`config.mk`:
```
export PLATFORM = sky130hd
export DESIGN_NAME = alu_issue_ctrl
export DESIGN_NICKNAME = d
export VERILOG_FILES = /design/src/rtl/alu_issue_ctrl.sv
export SDC_FILE = /design/constraint.sdc
export NUM_CORES = 1
export LEC_CHECK = 0
export CAP_MARGIN = 40
export CORE_MARGIN = 3
export CORE_UTILIZATION = 43
export DETAILED_ROUTE_END_ITERATION = 10
export HOLD_SLACK_MARGIN = 0.1
export PLACE_DENSITY = 0.86
export SLEW_MARGIN = 15
export SYNTH_ARGS = -nofsm -noshare
export SYNTH_HDL_FRONTEND = slang
export SYNTH_SLANG_ARGS = --single-unit
```
`constraint.sdc`:
```
create_clock -name clk -period 2.8 [get_ports clk]
set_input_delay 0.56 -clock clk [delete_from_list [all_inputs] [get_ports clk]]
set_output_delay 0.56 -clock clk [all_outputs]
set_load 0.005 [all_outputs]
```
`src/rtl/alu_issue_ctrl.sv`:
```
// alu_issue_ctrl: issue side of the ALU datapath.
// Accepts an operation request over valid/ready, decodes it into a 3-bit ALU
// opcode, drives registered operands into the combinational ALU, captures the
// returned result/zero and presents them downstream over a second valid/ready.
// Optional feature: define ALU_ISSUE_BRANCH_EN to add the Branch_q output
// (branch-taken flag for beq-class requests).
module alu_issue_ctrl #(
  parameter int unsigned WIDTH = 32
) (
  input  logic             clk,
  input  logic             rst,
  input  logic             in_valid,
  output logic             in_ready,
  input  logic [1:0]       AluOpMain,
  input  logic [5:0]       Funct,
  input  logic [WIDTH-1:0] RegA,
  input  logic [WIDTH-1:0] RegB,
  output logic [WIDTH-1:0] Ope1,
  output logic [WIDTH-1:0] Ope2,
  output logic [2:0]       AluOp,
  input  logic [WIDTH-1:0] Resultado,
  input  logic             zero,
  output logic             out_valid,
  input  logic             out_ready,
  output logic [WIDTH-1:0] Res_q,
  output logic             Zero_q,
`ifdef ALU_ISSUE_BRANCH_EN
  output logic             Branch_q,
`endif
  output logic             Err_q
);

  localparam int unsigned OP_W = 3;

  localparam logic [OP_W-1:0] OP_AND = 3'b000;
  localparam logic [OP_W-1:0] OP_OR  = 3'b001;
  localparam logic [OP_W-1:0] OP_ADD = 3'b010;
  localparam logic [OP_W-1:0] OP_XOR = 3'b011;
  localparam logic [OP_W-1:0] OP_NOR = 3'b100;
  localparam logic [OP_W-1:0] OP_SUB = 3'b110;
  localparam logic [OP_W-1:0] OP_SLT = 3'b111;

  typedef enum logic [1:0] {
    ST_IDLE = 2'b00,
    ST_EXEC = 2'b01,
    ST_DONE = 2'b10
  } state_t;

  state_t          state_q;
  logic            err_q;     // error flag of the op currently in flight
  logic [OP_W-1:0] dec_op;
  logic            dec_err;
  logic            accept;
`ifdef ALU_ISSUE_BRANCH_EN
  logic            is_beq_q;  // in-flight op came from the beq class
`endif

  // Decode the main-control class and funct field into an ALU opcode.
  always_comb begin
    dec_op  = OP_ADD;
    dec_err = 1'b0;
    unique case (AluOpMain)
      2'b00: dec_op = OP_ADD;
      2'b01: dec_op = OP_SUB;
      2'b10: begin
        unique case (Funct)
          6'b100000: dec_op = OP_ADD;
          6'b100010: dec_op = OP_SUB;
          6'b100100: dec_op = OP_AND;
          6'b100101: dec_op = OP_OR;
          6'b100110: dec_op = OP_XOR;
          6'b100111: dec_op = OP_NOR;
          6'b101010: dec_op = OP_SLT;
          default:   dec_err = 1'b1;
        endcase
      end
      default: dec_err = 1'b1;
    endcase
  end

  // Ready when idle, or when the held result is being taken this cycle.
  always_comb begin
    in_ready = 1'b0;
    if (!rst) begin
      unique case (state_q)
        ST_IDLE: in_ready = 1'b1;
        ST_DONE: in_ready = out_ready;
        default: in_ready = 1'b0;
      endcase
    end
  end

  assign accept = in_valid & in_ready;

  // Issue/capture state machine with registered outputs.
  always_ff @(posedge clk) begin
    if (rst) begin
      state_q   <= ST_IDLE;
      Ope1      <= '0;
      Ope2      <= '0;
      AluOp     <= OP_AND;
      err_q     <= 1'b0;
      Res_q     <= '0;
      Zero_q    <= 1'b0;
      Err_q     <= 1'b0;
      out_valid <= 1'b0;
`ifdef ALU_ISSUE_BRANCH_EN
      is_beq_q  <= 1'b0;
      Branch_q  <= 1'b0;
`endif
    end else begin
      unique case (state_q)
        ST_IDLE: begin
          if (accept) begin
            Ope1    <= RegA;
            Ope2    <= RegB;
            AluOp   <= dec_op;
            err_q   <= dec_err;
`ifdef ALU_ISSUE_BRANCH_EN
            is_beq_q <= (AluOpMain == 2'b01);
`endif
            state_q <= ST_EXEC;
          end
        end
        ST_EXEC: begin
          // Illegal requests report a clean zero result regardless of the ALU.
          Res_q     <= err_q ? '0 : Resultado;
          Zero_q    <= zero & ~err_q;
          Err_q     <= err_q;
`ifdef ALU_ISSUE_BRANCH_EN
          Branch_q  <= zero & is_beq_q & ~err_q;
`endif
          out_valid <= 1'b1;
          state_q   <= ST_DONE;
        end
        ST_DONE: begin
          if (out_ready) begin
            out_valid <= 1'b0;
            if (accept) begin
              Ope1    <= RegA;
              Ope2    <= RegB;
              AluOp   <= dec_op;
              err_q   <= dec_err;
`ifdef ALU_ISSUE_BRANCH_EN
              is_beq_q <= (AluOpMain == 2'b01);
`endif
              state_q <= ST_EXEC;
            end else begin
              state_q <= ST_IDLE;
            end
          end
        end
        default: state_q <= ST_IDLE;
      endcase
    end
  end

endmodule

```
Word-level counts from Yosys, hierarchy flattened. Cells that the tools add are included.

Eq/ne operators: 13. Mux-type cells: 25. Bitwise gates (word level): 3. Reductions and logical operators: 9.

Operators by type and width (count): $mux W32 (5); $pmux W32 S2 (2); $eq A6 B6 Y1 const B (7); $pmux W3 S6 (1); $pmux W3 S2 (2); $pmux W1 S2 (4); $reduce_or A7 Y1 (1); $mux W1 (6); $mux W3 (2); $pmux W2 S3 (1); $reduce_and A2 Y1 (3); $eq A2 B1 Y1 const B (2); $eq A2 B2 Y1 const B (2); $logic_not A2 Y1 (2); $mux W2 (2); $ne A2 B2 Y1 const B (2); $reduce_bool A2 Y1 (2); $and A1 B1 Y1 (2); $reduce_or A2 Y1 (1); $not A1 Y1 (1).

Register bits: 105. Input port bits: 109. Output and inout port bits: 103. Word-level logic and storage cells: 59.

Logic depth before layout (Yosys ltp).
Depth in word-level cells: 7. Depth in mapped cells: 8. Depth with buffers taken out: 5.

Worst setup path after synthesis. Ideal clock, no wire load.

Path type: input port to flip-flop. From: in rst. To: reg Ope2[11]. Library setup time: 0.143 ns. Arrival: 1.788 ns. Data required time: 2.657 ns. Path slack: 0.869 ns. Cell stages on the path: 7. Path buffers: 4. Cell sequence: buf_2 -> or4b_4 -> buf_6 -> buf_2 -> buf_2 -> nand2_1 -> a21oi_2.

Cells in the longest elaborated chain, start to end: 5.

Ends and longest elaborated chain: start, declared (line 11) `input logic rst,`; $mux W1 (line 84) `if (!rst) begin`; $and A1 B1 Y1 (line 93) `assign accept = in_valid & in_ready;`; $mux W32 (2 in series); $pmux W32 S2; end signal, assigned (line 116) `Ope2 <= RegB;`; end signal, assigned (line 141) `Ope2 <= RegB;`; end, declared (line 19) `output logic [WIDTH-1:0] Ope2,`.

Several ways; a longest one is shown, not always the timed one. The select of a mux whose other input is x is not followed. A chain may end at the register's enable or synchronous reset.

Worst setup path in the final report.
From: in out_ready. To: out in_ready.

Cells in the longest elaborated chain, start to end: 2.

Ends and longest elaborated chain: start, declared (line 24) `input logic out_ready,`; $pmux W1 S2 (line 85) `unique case (state_q)`; $mux W1 (line 84); end, declared (line 13) `output logic in_ready,`.

No other way between the ends.

==> results.ini <==
[critical_path]
reg2reg_from=state_q[1]$_SDFFE_PP0P_
cp.required_ns=2.24
critPathKind=in2out
r2r-end=Ope2[23]$_SDFFE_PP0P_
worstRegToRegCells=6
end_kind=output pin
crit_fanout=4
cp_data_arrival_time_ns=1.83
startpoint_type=input port
reg2reg_slack_ns=1.02

[timing]
min_period_over_period=0.853
tightest_slew_ns=0.765
whs_ns=0.424
worst_clock_skew_ns=0.0133
rsz0062_at_grt=no
max_freq_ghz=0.419
setup_violations=0
finalCriticalPeriod_ns=2.39
slew_viol_final=0
fin_tns_setup_ns=0
relSlewSlack=0.490
hold_violations=0

[synthesis]
synth_seq_cells=105
ys_seq_area_frac=0.505
avgSynthCellArea_um2=8.66
ys_types=34
synth_fp_nets=593
synth_flop_cell=dfxtp_1
async_flop_share=0
synth_cells=481
synth_area_mm2=0.00417
synth_edf_count=0
synth_warnings=0

[layout]
syn_to_final_growth_pct=56.5
final_cell_mix=210 x clkdlybuf4s50_1, 105 x dfxtp_1, 100 x nand2_1, 71 x a21oi_1, 36 x nor2_1
diodes=0
stdcell_count=806
final_common_cell=clkdlybuf4s50_1
final_area_mm2=0.00652
drive_gt1_frac=0.131
post-route-util=0.699
fillers=731
final_nets=784

[clock_tree]
cts_tree=yes
cts-root-buf=clkbuf_8
cts_sinks=105
insertion_delay_ns=0.36
path_clk_slew_ns=0.09
cts_resized=0
htree_levels=3
cts-buffers-inserted=9
cts_hold_buf=0
cts_max_path_buffers=2
cts_setup_buffers=0

[place]
placed_cell_area_mm2=0.00632
gp_congestion=0.765
port_buffers=211
hpwl_um=8730
place_inst=790

[min_path]
whs_endpoint=state_q[1]$_SDFFE_PP0P_
hp-class=in2reg
hold_start=rst
hold_depth=2

[global_route]
gr-usage-all-layers=0.217
grt_start_max_net_pins=70
grt_pass1_vias=3961
globalRouteOverflowTotal=0
grt_first_pass_wirelength_um=19300
antenna_found_initial=0

[power_and_ir_drop]
p_per_area_mw_per_mm2=480
p_leak_nw=2.28
peakVddDrop_mv=0.305

[detailed_routing]
drc_errors=0
ant_nets=0
wl_per_cell_um=14.7
vias=3895
firstDrtPassIters=4
drt-total-wl_um=11900
routed_via_density=4.83
initialDrtViolationCount=135

[floorplanning]
die_h_um=104
start_util=0.447
coreArea_mm2=0.00933
die_area_mm2=0.0109
die_w_um=104
rows=35
ioPinCount=212

[run]
maxCapViolations=0

[outcome]
outcome=finished clean

-- cell type report --
type | count | area, um^2 | share of cell area
multi-input combinational | 333 | 1830 | 0.281
inverter | 4 | 16.3 | 0.00249
clock inverter | 5 | 63.8 | 0.00979
tap | 129 | 161 | 0.0248
timing repair buffer | 219 | 2210 | 0.338
clock buffer | 11 | 141 | 0.0217
sequential | 105 | 2100 | 0.322
-- Yosys cell counts (all sizes together) (2+ instances only) --
cell type,count,share of area
nor2b,5,0.0093
clkbuf,25,0.023
mux2i,2,0.0048
nor3b,33,0.059
nor3,5,0.0060
dfxtp,105,0.50
ha,3,0.0090
inv,3,0.0027
buf,14,0.031
a21oi,101,0.15
nand2b,5,0.0075
nor2,36,0.032
nand2,130,0.14
-- kinds of logic (layout without fill, tap and decap cells) --
logic type | count (synthesis) | after routing | share of synthesized area
flip-flops | 105 | 105 | 0.505
multiplexers | 2 | 2 | 0.00480
adder cells (fa/ha/maj) | 3 | 3 | 0.00901
buffers and inverters | 43 | 239 | 0.0571
AND/OR/NAND/NOR | 219 | 219 | 0.261
AO/OA/AOI/OAI | 108 | 108 | 0.161
XOR/XNOR | 1 | 1 | 0.00210
-- stage by stage --
stage / total power, mW / worst slack (ns)
finish: 3.13 / 0.413
global route: 3.29 / 0.342
CTS: 3.17 / 0.403
detailed placement: 2.21 / 0.314
global placement: 2.19 / 0.377
floorplan: 1.87 / 0.869
-- critical path: stages --
cell and delay (ns):
clkdlybuf4s50_1 0.53, nor2b_4 0.07, nor3_1 0.13, clkdlybuf4s50_1 0.55
-- state kept, by name, indices dropped and copies added (netlist names) --
name and cells:
err_q 1, AluOp 3, Ope2 32, Ope1 32
Zero_q 1, Res_q 32, out_valid 1, Err_q 1
state_q 2
-- worst max-delay path by stage --
| stage | depth (start not counted) | slack, ns | end | start |
|---|---|---|---|---|
| detailed placement | 7 | 0.31 | Ope2[23]$_SDFFE_PP0P_ | out_ready |
| floorplan | 7 | 0.87 | Ope2[11]$_SDFFE_PP0P_ | rst |
| global placement | 7 | 0.38 | AluOp[0]$_SDFFE_PP0P_ | out_ready |
| global route | 4 | 0.34 | in_ready | out_ready |
| finish | 4 | 0.41 | in_ready | out_ready |
| CTS | 4 | 0.40 | in_ready | out_ready |
-- report_power, final --
part | switching [mW] | internal [mW] | total, mW
Clock | 0.516 | 0.445 | 0.962
Combinational | 0.230 | 0.338 | 0.567
Sequential | 0.0376 | 1.56 | 1.60
-- per-layer routing --
metal  global-route usage  routed length (um)
met3               0.0987                1290
met1                0.235                4660
met2                0.385                5770
met5                    0                   0
met4               0.0494                 127
Power figures use the tool's default switching activity.
